$ cat src/rtl/spdif_pkg.sv
// Shared types, default limits and the threshold calculation for the S/PDIF lock controller.
package spdif_pkg;

    typedef enum logic [2:0] {
        StIdle    = 3'd0,
        StMeasure = 3'd1,
        StCalc    = 3'd2,
        StAcquire = 3'd3,
        StLocked  = 3'd4,
        StHoldoff = 3'd5
    } lock_state_e;

    localparam int unsigned WinEdgesDef    = 256;
    localparam int unsigned MinUiDef       = 3;
    localparam int unsigned MaxUiDef       = 63;
    localparam int unsigned SyncNeedDef    = 4;
    localparam int unsigned AcqTimeoutDef  = 65535;
    localparam int unsigned SyncTimeoutDef = 4095;
    localparam int unsigned ErrMaxDef      = 8;
    localparam int unsigned HoldoffDef     = 1023;

    typedef struct packed {
        logic [7:0] thr_short;
        logic [7:0] thr_long;
    } thr_t;

    // Short/long boundaries sit halfway between 1/2 UI and 2/3 UI; saturate at 255.
    function automatic thr_t calc_thr(input logic [7:0] ui);
        logic [9:0] s;
        logic [9:0] l;
        thr_t       t;
        s = {2'b00, ui} + {3'b000, ui[7:1]};
        l = {1'b0, ui, 1'b0} + {3'b000, ui[7:1]};
        t.thr_short = (s > 10'd255) ? 8'hFF : s[7:0];
        t.thr_long  = (l > 10'd255) ? 8'hFF : l[7:0];
        return t;
    endfunction

endpackage

$ cat src/rtl/spdif_ui_estimator.sv
// Counts non-glitch edges over one measurement window and tracks the shortest edge length seen.
module spdif_ui_estimator #(
    parameter int unsigned WinEdges = 256
) (
    input  logic       clk,
    input  logic       resetb,
    input  logic       run,
    input  logic       edge_valid,
    input  logic [7:0] edge_len,
    output logic       done,
    output logic [7:0] min_len
);

    localparam int unsigned CntW = $clog2(WinEdges + 1);

    logic [CntW-1:0] edge_cnt_q, edge_cnt_d;
    logic [7:0]      min_len_q, min_len_d;

    assign done    = (edge_cnt_q == CntW'(WinEdges));
    assign min_len = min_len_q;

    // Window state is held clear whenever the controller is not measuring.
    always_comb begin
        edge_cnt_d = edge_cnt_q;
        min_len_d  = min_len_q;
        if (!run) begin
            edge_cnt_d = '0;
            min_len_d  = 8'hFF;
        end else if (edge_valid && (edge_len >= 8'd2) && !done) begin
            edge_cnt_d = edge_cnt_q + 1'b1;
            if (edge_len < min_len_q) begin
                min_len_d = edge_len;
            end
        end
    end

    always_ff @(posedge clk or negedge resetb) begin
        if (!resetb) begin
            edge_cnt_q <= '0;
            min_len_q  <= 8'hFF;
        end else begin
            edge_cnt_q <= edge_cnt_d;
            min_len_q  <= min_len_d;
        end
    end

endmodule

$ cat src/rtl/spdif_lock_ctrl.sv
// Acquisition/lock FSM: measures the UI, programs decode thresholds, tracks preamble lock.
module spdif_lock_ctrl
    import spdif_pkg::*;
#(
    parameter int unsigned WinEdges    = WinEdgesDef,
    parameter int unsigned MinUi       = MinUiDef,
    parameter int unsigned MaxUi       = MaxUiDef,
    parameter int unsigned SyncNeed    = SyncNeedDef,
    parameter int unsigned AcqTimeout  = AcqTimeoutDef,
    parameter int unsigned SyncTimeout = SyncTimeoutDef,
    parameter int unsigned ErrMax      = ErrMaxDef,
    parameter int unsigned Holdoff     = HoldoffDef
) (
    input  logic       clk,
    input  logic       resetb,
    input  logic       enable,
    input  logic       edge_valid,
    input  logic [7:0] edge_len,
    input  logic       frame_sync,
    input  logic       code_err,
    output logic [7:0] thr_short,
    output logic [7:0] thr_long,
    output logic [7:0] ui_len,
    output logic       dec_enable,
    output logic       dec_restart,
    output logic       audio_locked,
    output logic [2:0] lock_state,
    output logic [7:0] relock_cnt
);

    lock_state_e state_q, state_d;
    logic [15:0] tmr_q, tmr_d;
    logic [7:0]  sync_cnt_q, sync_cnt_d;
    logic [7:0]  err_cnt_q, err_cnt_d;
    logic [7:0]  relock_cnt_q, relock_cnt_d;
    logic [7:0]  ui_len_q, ui_len_d;
    logic [7:0]  thr_short_q, thr_short_d;
    logic [7:0]  thr_long_q, thr_long_d;
    logic        audio_locked_q, audio_locked_d;
    logic        dec_enable_q, dec_enable_d;

    logic        est_done;
    logic [7:0]  est_min;
    logic        ui_ok;
    logic        state_change;
    thr_t        thr_calc;

    spdif_ui_estimator #(
        .WinEdges(WinEdges)
    ) u_ui_estimator (
        .clk       (clk),
        .resetb    (resetb),
        .run       (state_q == StMeasure),
        .edge_valid(edge_valid),
        .edge_len  (edge_len),
        .done      (est_done),
        .min_len   (est_min)
    );

    assign ui_ok    = (est_min >= 8'(MinUi)) && (est_min <= 8'(MaxUi));
    assign thr_calc = calc_thr(est_min);

    always_comb begin
        state_d = state_q;
        unique case (state_q)
            StIdle:    if (enable) state_d = StMeasure;
            StMeasure: if (est_done) state_d = StCalc;
            StCalc:    state_d = ui_ok ? StAcquire : StMeasure;
            StAcquire: begin
                if (sync_cnt_q == 8'(SyncNeed)) begin
                    state_d = StLocked;
                end else if (tmr_q == 16'(AcqTimeout)) begin
                    state_d = StMeasure;
                end
            end
            StLocked: begin
                if ((tmr_q == 16'(SyncTimeout)) || (err_cnt_q == 8'(ErrMax))) begin
                    state_d = StHoldoff;
                end
            end
            StHoldoff: if (tmr_q == 16'(Holdoff)) state_d = StMeasure;
            default:   state_d = StIdle;
        endcase
        if (!enable) begin
            state_d = StIdle;
        end
    end

    assign state_change = (state_d != state_q);

    always_comb begin
        tmr_d        = (tmr_q == 16'hFFFF) ? tmr_q : tmr_q + 16'd1;
        sync_cnt_d   = sync_cnt_q;
        err_cnt_d    = err_cnt_q;
        relock_cnt_d = relock_cnt_q;
        ui_len_d     = ui_len_q;
        thr_short_d  = thr_short_q;
        thr_long_d   = thr_long_q;

        if (state_change || ((state_q == StLocked) && frame_sync)) begin
            tmr_d = '0;
        end

        if (state_change || (state_q != StAcquire) || code_err) begin
            sync_cnt_d = '0;
        end else if (frame_sync && (sync_cnt_q != 8'hFF)) begin
            sync_cnt_d = sync_cnt_q + 8'd1;
        end

        // Leaky error count: a sync and an error in the same cycle cancel out.
        if (state_change || (state_q != StLocked)) begin
            err_cnt_d = '0;
        end else if (code_err && !frame_sync && (err_cnt_q != 8'hFF)) begin
            err_cnt_d = err_cnt_q + 8'd1;
        end else if (frame_sync && !code_err && (err_cnt_q != 8'd0)) begin
            err_cnt_d = err_cnt_q - 8'd1;
        end

        if ((state_d == StHoldoff) && (state_q != StHoldoff) && (relock_cnt_q != 8'hFF)) begin
            relock_cnt_d = relock_cnt_q + 8'd1;
        end

        if ((state_q == StCalc) && enable && ui_ok) begin
            ui_len_d    = est_min;
            thr_short_d = thr_calc.thr_short;
            thr_long_d  = thr_calc.thr_long;
        end

        audio_locked_d = (state_d == StLocked);
        dec_enable_d   = (state_d == StAcquire) || (state_d == StLocked);
    end

    always_ff @(posedge clk or negedge resetb) begin
        if (!resetb) begin
            state_q        <= StIdle;
            tmr_q          <= '0;
            sync_cnt_q     <= '0;
            err_cnt_q      <= '0;
            relock_cnt_q   <= '0;
            ui_len_q       <= '0;
            thr_short_q    <= '0;
            thr_long_q     <= '0;
            audio_locked_q <= 1'b0;
            dec_enable_q   <= 1'b0;
        end else begin
            state_q        <= state_d;
            tmr_q          <= tmr_d;
            sync_cnt_q     <= sync_cnt_d;
            err_cnt_q      <= err_cnt_d;
            relock_cnt_q   <= relock_cnt_d;
            ui_len_q       <= ui_len_d;
            thr_short_q    <= thr_short_d;
            thr_long_q     <= thr_long_d;
            audio_locked_q <= audio_locked_d;
            dec_enable_q   <= dec_enable_d;
        end
    end

    assign thr_short    = thr_short_q;
    assign thr_long     = thr_long_q;
    assign ui_len       = ui_len_q;
    assign dec_enable   = dec_enable_q;
    assign dec_restart  = (state_q == StCalc) && enable && ui_ok;
    assign audio_locked = audio_locked_q;
    assign lock_state   = state_q;
    assign relock_cnt   = relock_cnt_q;

endmodule

$ cat config.mk
export PLATFORM = sky130hd
export DESIGN_NAME = spdif_lock_ctrl
export DESIGN_NICKNAME = d
export VERILOG_FILES = /design/src/rtl/spdif_pkg.sv /design/src/rtl/spdif_ui_estimator.sv /design/src/rtl/spdif_lock_ctrl.sv
export SDC_FILE = /design/constraint.sdc
export NUM_CORES = 1
export LEC_CHECK = 0
export CAP_MARGIN = 20
export CORE_UTILIZATION = 40
export CTS_CLUSTER_SIZE = 12
export DETAILED_ROUTE_END_ITERATION = 10
export SLEW_MARGIN = 20
export SYNTH_ARGS = -nofsm -noshare
export SYNTH_HDL_FRONTEND = slang
export SYNTH_HIERARCHICAL = 1
export SYNTH_SLANG_ARGS = --single-unit
export TNS_END_PERCENT = 50
$ cat constraint.sdc
create_clock -name clk -period 2.2 [get_ports clk]
set_input_delay 0.44 -clock clk [delete_from_list [all_inputs] [get_ports clk]]
set_output_delay 0.44 -clock clk [all_outputs]
set_load 0.01 [all_outputs]
==> reports/qor.csv, run 1 <==
stage,metric,value,unit
pwr,power_density,570.4,nW/um^2
pwr,peakVddDrop,0.5138,mV
synth,syn_area_per_cell,9.794,sq um
die,dieArea,13810,sq um
synth,ys.flop_type,dfrtp_1,
cts,cts_made_buffers,9,
global_route,grt_max_degree,41,
worst_setup_path,crit_type,register to register,
sta,min_period_over_period,1.094,
status,status,"complete, but fails checks",
final_layout,final_area,7741,sq um
final_layout,antenna_cells,0,
die,dieWidth,117.5,um
synth,synth_area,5338,sq um
worst_setup_path,crit_end,tmr_q[5]$_DFFE_PN0P_,
sta,min_period,2406,ps
cts,cts_root_buffer,clkbuf_16,
global_route,gr-total-overflow,0,
sta,finClkSkew,6.553,ps
synth,async_reset_ff_frac,1.000,
route,firstDrtPassIters,4,
worst_setup_path,cp.arrival,2640,ps
die,dieHeight,117.5,um
worst_setup_path,critPathMaxStageDelay,400,ps
pwr,leakagePower,3.541,nW
cts,clock_path_buffers,2,
placed_design,placed_cells,862,
worst_setup_path,worst_setup_path_start_kind,register,
synth,synthesis.nets,601,
die,ioPinCount,52,
sta,slew_violations,0,
sta,clock.fmax,0.4156,GHz
route,first_iter_violations,191,
sta,setup_ws,-206.2,ps
hold_path,min_path_type,input port to async pin,
worst_setup_path,crit_cells,11,
worst_setup_path,worstPathMaxFanout,6,
route,avgViaCountPerCell,5.281,
route,wl_per_cell,15.51,um
worst_setup_path,crit_start,u_ui_estimator/edge_cnt_q[7]$_DFFE_PN0P_,
die,coreArea,12820,sq um
final_layout,fin_cells,894,
cts,clock_sinks,86,
placed_design,placed_area,6848,sq um
route,drc_errors,0,
cts,clk_latency,350,ps
worst_setup_path,rr_worst_depth,11,
worst_setup_path,r2r-end,tmr_q[5]$_DFFE_PN0P_,
global_route,first_global_vias,4898,
final_layout,num-nets-final,773,
sta,tightest_slew,447.8,ps
synth,synth_warnings,6,
synth,yosys.cell_types.count,71,
cts,h-tree-depth,3,
worst_setup_path,slowest_stage,dfrtp_1,
final_layout,drive_gt1_frac,0.3352,
die,rows,41,
die,initial_core_util,0.4162,
route,ant_nets,0,
sta,setup_viol,32,
status,violations,setup timing,
worst_setup_path,crit_buf_inv,3,
sta,max-slew-margin-rel,0.6987,
sta,rsz0062_at_grt,true,
synth,synthCells,545,
flow_run,maxCapViolCount,0,
worst_setup_path,critical_path_required,2440,ps
worst_setup_path,path_cells,"nor4b_2, and4b_2, nor2b_1, nor3_1, a222oi_1, buf_4, a211oi_2, o211ai_2, buf_6, buf_12, nor2_1",
worst_setup_path,crit_path_end_kind,register,
cts,cts_tree,done,
placed_design,dp_hpwl,9824,um
global_route,antenna_found_initial,0,
final_layout,synthToLayoutAreaGrowth,45.03,%
route,wirelength,13860,um
cts,path_clk_slew,60,ps
synth,ys_seq_elements,86,
global_route,grt_util_all_layers,0.2080,
worst_setup_path,regToRegStartpoint,u_ui_estimator/edge_cnt_q[7]$_DFFE_PN0P_,
worst_setup_path,crit_family,simple AND/OR/NAND/NOR gates,
global_route,grt_pass1_wl,23380,um
synth,synth-edff-count,0,
route,dr_total_vias,4721,
placed_design,io_buffers,51,
sta,timing.final.hold_violations,0,
worst_setup_path,worst-r2r-setup-slack,-210,ps
synth,seq_area_frac_synth,0.4051,
placed_design,gp_congestion,0.8345,
[registers in the layout (all words and copies together) (netlist names), 3 cells and up]
register                   cells
sync_cnt_q                     8
lock_state                     3
tmr_q                         16
ui_len                         8
err_cnt_q                      8
u_ui_estimator/edge_cnt_q      9
thr_short                      8
thr_long                       8
u_ui_estimator/min_len         8
relock_cnt                     8
[worst min path at each step]
stage | endpoint | slack [ps] | depth (start not counted)
after global routing | relock_cnt[2]$_DFFE_PN0P_ | 50 | 1
final | relock_cnt[3]$_DFFE_PN0P_ | 20 | 1
after CTS | relock_cnt[3]$_DFFE_PN0P_ | 30 | 1
after detailed placement | relock_cnt[3]$_DFFE_PN0P_ | 400 | 1
after floorplan | audio_locked$_DFF_PN0_ | 140 | 0
after global placement | relock_cnt[4]$_DFFE_PN0P_ | 400 | 1
[metal layers]
layer,wire (um),global-route usage,vias to the layer above
li1,-,-,2297
met1,6584,0.2786,2334
met2,6644,0.3447,73
met3,416,0.02907,17
met4,218,0.07131,0
met5,0,0,-
[cells in the final DEF, fill, tap and decap left out, drive strengths merged, types with 6 or more instances in the layout]
cell / count
nor2: 62
o21a: 6
nor3: 12
a211oi: 6
nand2: 30
and4: 6
and2: 8
clkdlybuf4s50: 47
buf: 125
mux2: 9
xor2: 21
o22a: 15
xnor2: 22
inv: 42
nand3: 26
o21ai: 26
ha: 39
clkbuf: 9
nor2b: 8
a21oi: 17
dfrtp: 78
dfstp: 8
mux2i: 7
o311ai: 8
nand4: 13
nor4: 11
[worst reg2reg max path, delay by kind of cell (launching register included)]
kind                   cells  cell delay (ps)
AOI/OAI and AO/OA          3              520
buffers and inverters      3              430
DFF                        1              400
and+or+nand+nor            5              940
[cell type report]
type / instances / area (sq um)
inverter: 40 / 150.1
timing repair buffer: 174 / 1528
fill: 1086 / 5084
sequential: 86 / 2162
clock buffer: 9 / 225.2
multi-input combinational: 406 / 3341
tap: 172 / 215.2
clock inverter: 7 / 120.1
[cells by family (layout without fill, tap and decap cells)]
kind of cell / after synthesis / in the layout / synth area share
multiplexers: 16 / 16 / 0.03212
AO/OA/AOI/OAI: 103 / 103 / 0.1397
XOR/XNOR: 43 / 43 / 0.07056
buffers and inverters: 53 / 230 / 0.04782
adder cells (fa/ha/maj): 42 / 42 / 0.1027
flip-flops: 86 / 86 / 0.4051
AND/OR/NAND/NOR: 202 / 202 / 0.2021
[synth_stat cells, types with 2 or more instances]
cell type	instances	area [sq um]
a211oi_1	6	45.04
a21boi_0	2	15.01
a21oi_1	17	85.08
a31oi_1	3	18.77
and2_1	7	43.79
and3_1	4	25.02
and4_1	3	26.28
and4_2	3	30.03
buf_4	2	15.01
buf_6	5	56.30
clkbuf_1	3	11.26
dfrtp_1	78	1952
dfstp_2	8	210.2
fa_1	3	60.06
ha_1	39	488.0
inv_1	40	150.1
mux2_2	9	101.4
mux2i_1	7	70.07
nand2_1	30	112.6
nand2b_1	3	18.77
nand3_1	26	130.1
nand4_1	13	81.33
nor2_1	62	232.7
nor2b_1	8	50.05
nor3_1	12	60.06
nor3b_1	2	15.01
nor4_1	8	50.05
nor4_2	2	25.02
o211ai_1	3	22.52
o21a_1	6	45.04
o21ai_0	23	115.1
o21ai_1	2	10.01
o22a_1	15	131.4
o311ai_0	5	43.79
o311ai_1	3	26.28
o31a_1	3	26.28
or3_1	3	18.77
or4_1	2	15.01
or4_4	2	22.52
xnor2_1	22	192.7
xor2_1	21	183.9
[report_power, final]
part / switching [mW] / internal, mW / leakage [nW] / total (mW)
clock network: 0.664 / 1.12 / 0.172 / 1.78
registers: 0.0318 / 1.62 / 1.16 / 1.66
logic: 0.496 / 0.481 / 2.21 / 0.977
total: 1.19 / 3.22 / 3.54 / 4.42
[what timing repair did]
| item | in CTS | in global routing |
|---|---|---|
| cloned | 0 | 1 |
| endpoints found under the setup margin | 69 | 67 |
| resized for setup | 54 | 55 |
| pin swaps | 29 | 16 |
| buffers inserted | 7 | 8 |
| hold buffers | 0 | 0 |
[metrics by stage]
stage	utilization	hold slack (ps)	setup slack (ps)	TNS (ps)	total power, mW
2_1_floorplan	-	144.4	-23.27	-23.77	2.134
3_3_place_gp	0.5340	401.7	-504.8	-11540	2.449
3_5_place_dp	0.5340	400.6	-549.9	-13740	2.479
4_1_cts	0.5802	31.71	-135.5	-1640	4.339
5_1_grt	0.6036	48.54	-308.7	-9508	4.627
6_report	0.6036	23.61	-206.2	-4085	4.416
Power figures use the tool's default switching activity.
==> inputs of run 2 (changes only) <==
--- a/config.mk
+++ b/config.mk
@@ -9,7 +9,7 @@
 export CORE_UTILIZATION = 40
 export CTS_CLUSTER_SIZE = 12
 export DETAILED_ROUTE_END_ITERATION = 10
-export SLEW_MARGIN = 20
+export SLEW_MARGIN = 30
 export SYNTH_ARGS = -nofsm -noshare
 export SYNTH_HDL_FRONTEND = slang
 export SYNTH_HIERARCHICAL = 1
==> results of run 2 <==
No change in the layout: final DEF, timing and power equal those of run 1.
==> inputs of run 3 (changes only) <==
--- a/config.mk
+++ b/config.mk
@@ -5,6 +5,7 @@
 export SDC_FILE = /design/constraint.sdc
 export NUM_CORES = 1
 export LEC_CHECK = 0
+export ABC_AREA = 0
 export CAP_MARGIN = 20
 export CORE_UTILIZATION = 40
 export CTS_CLUSTER_SIZE = 12
==> results of run 3 <==
No change in the layout: final DEF, timing and power equal those of run 1.
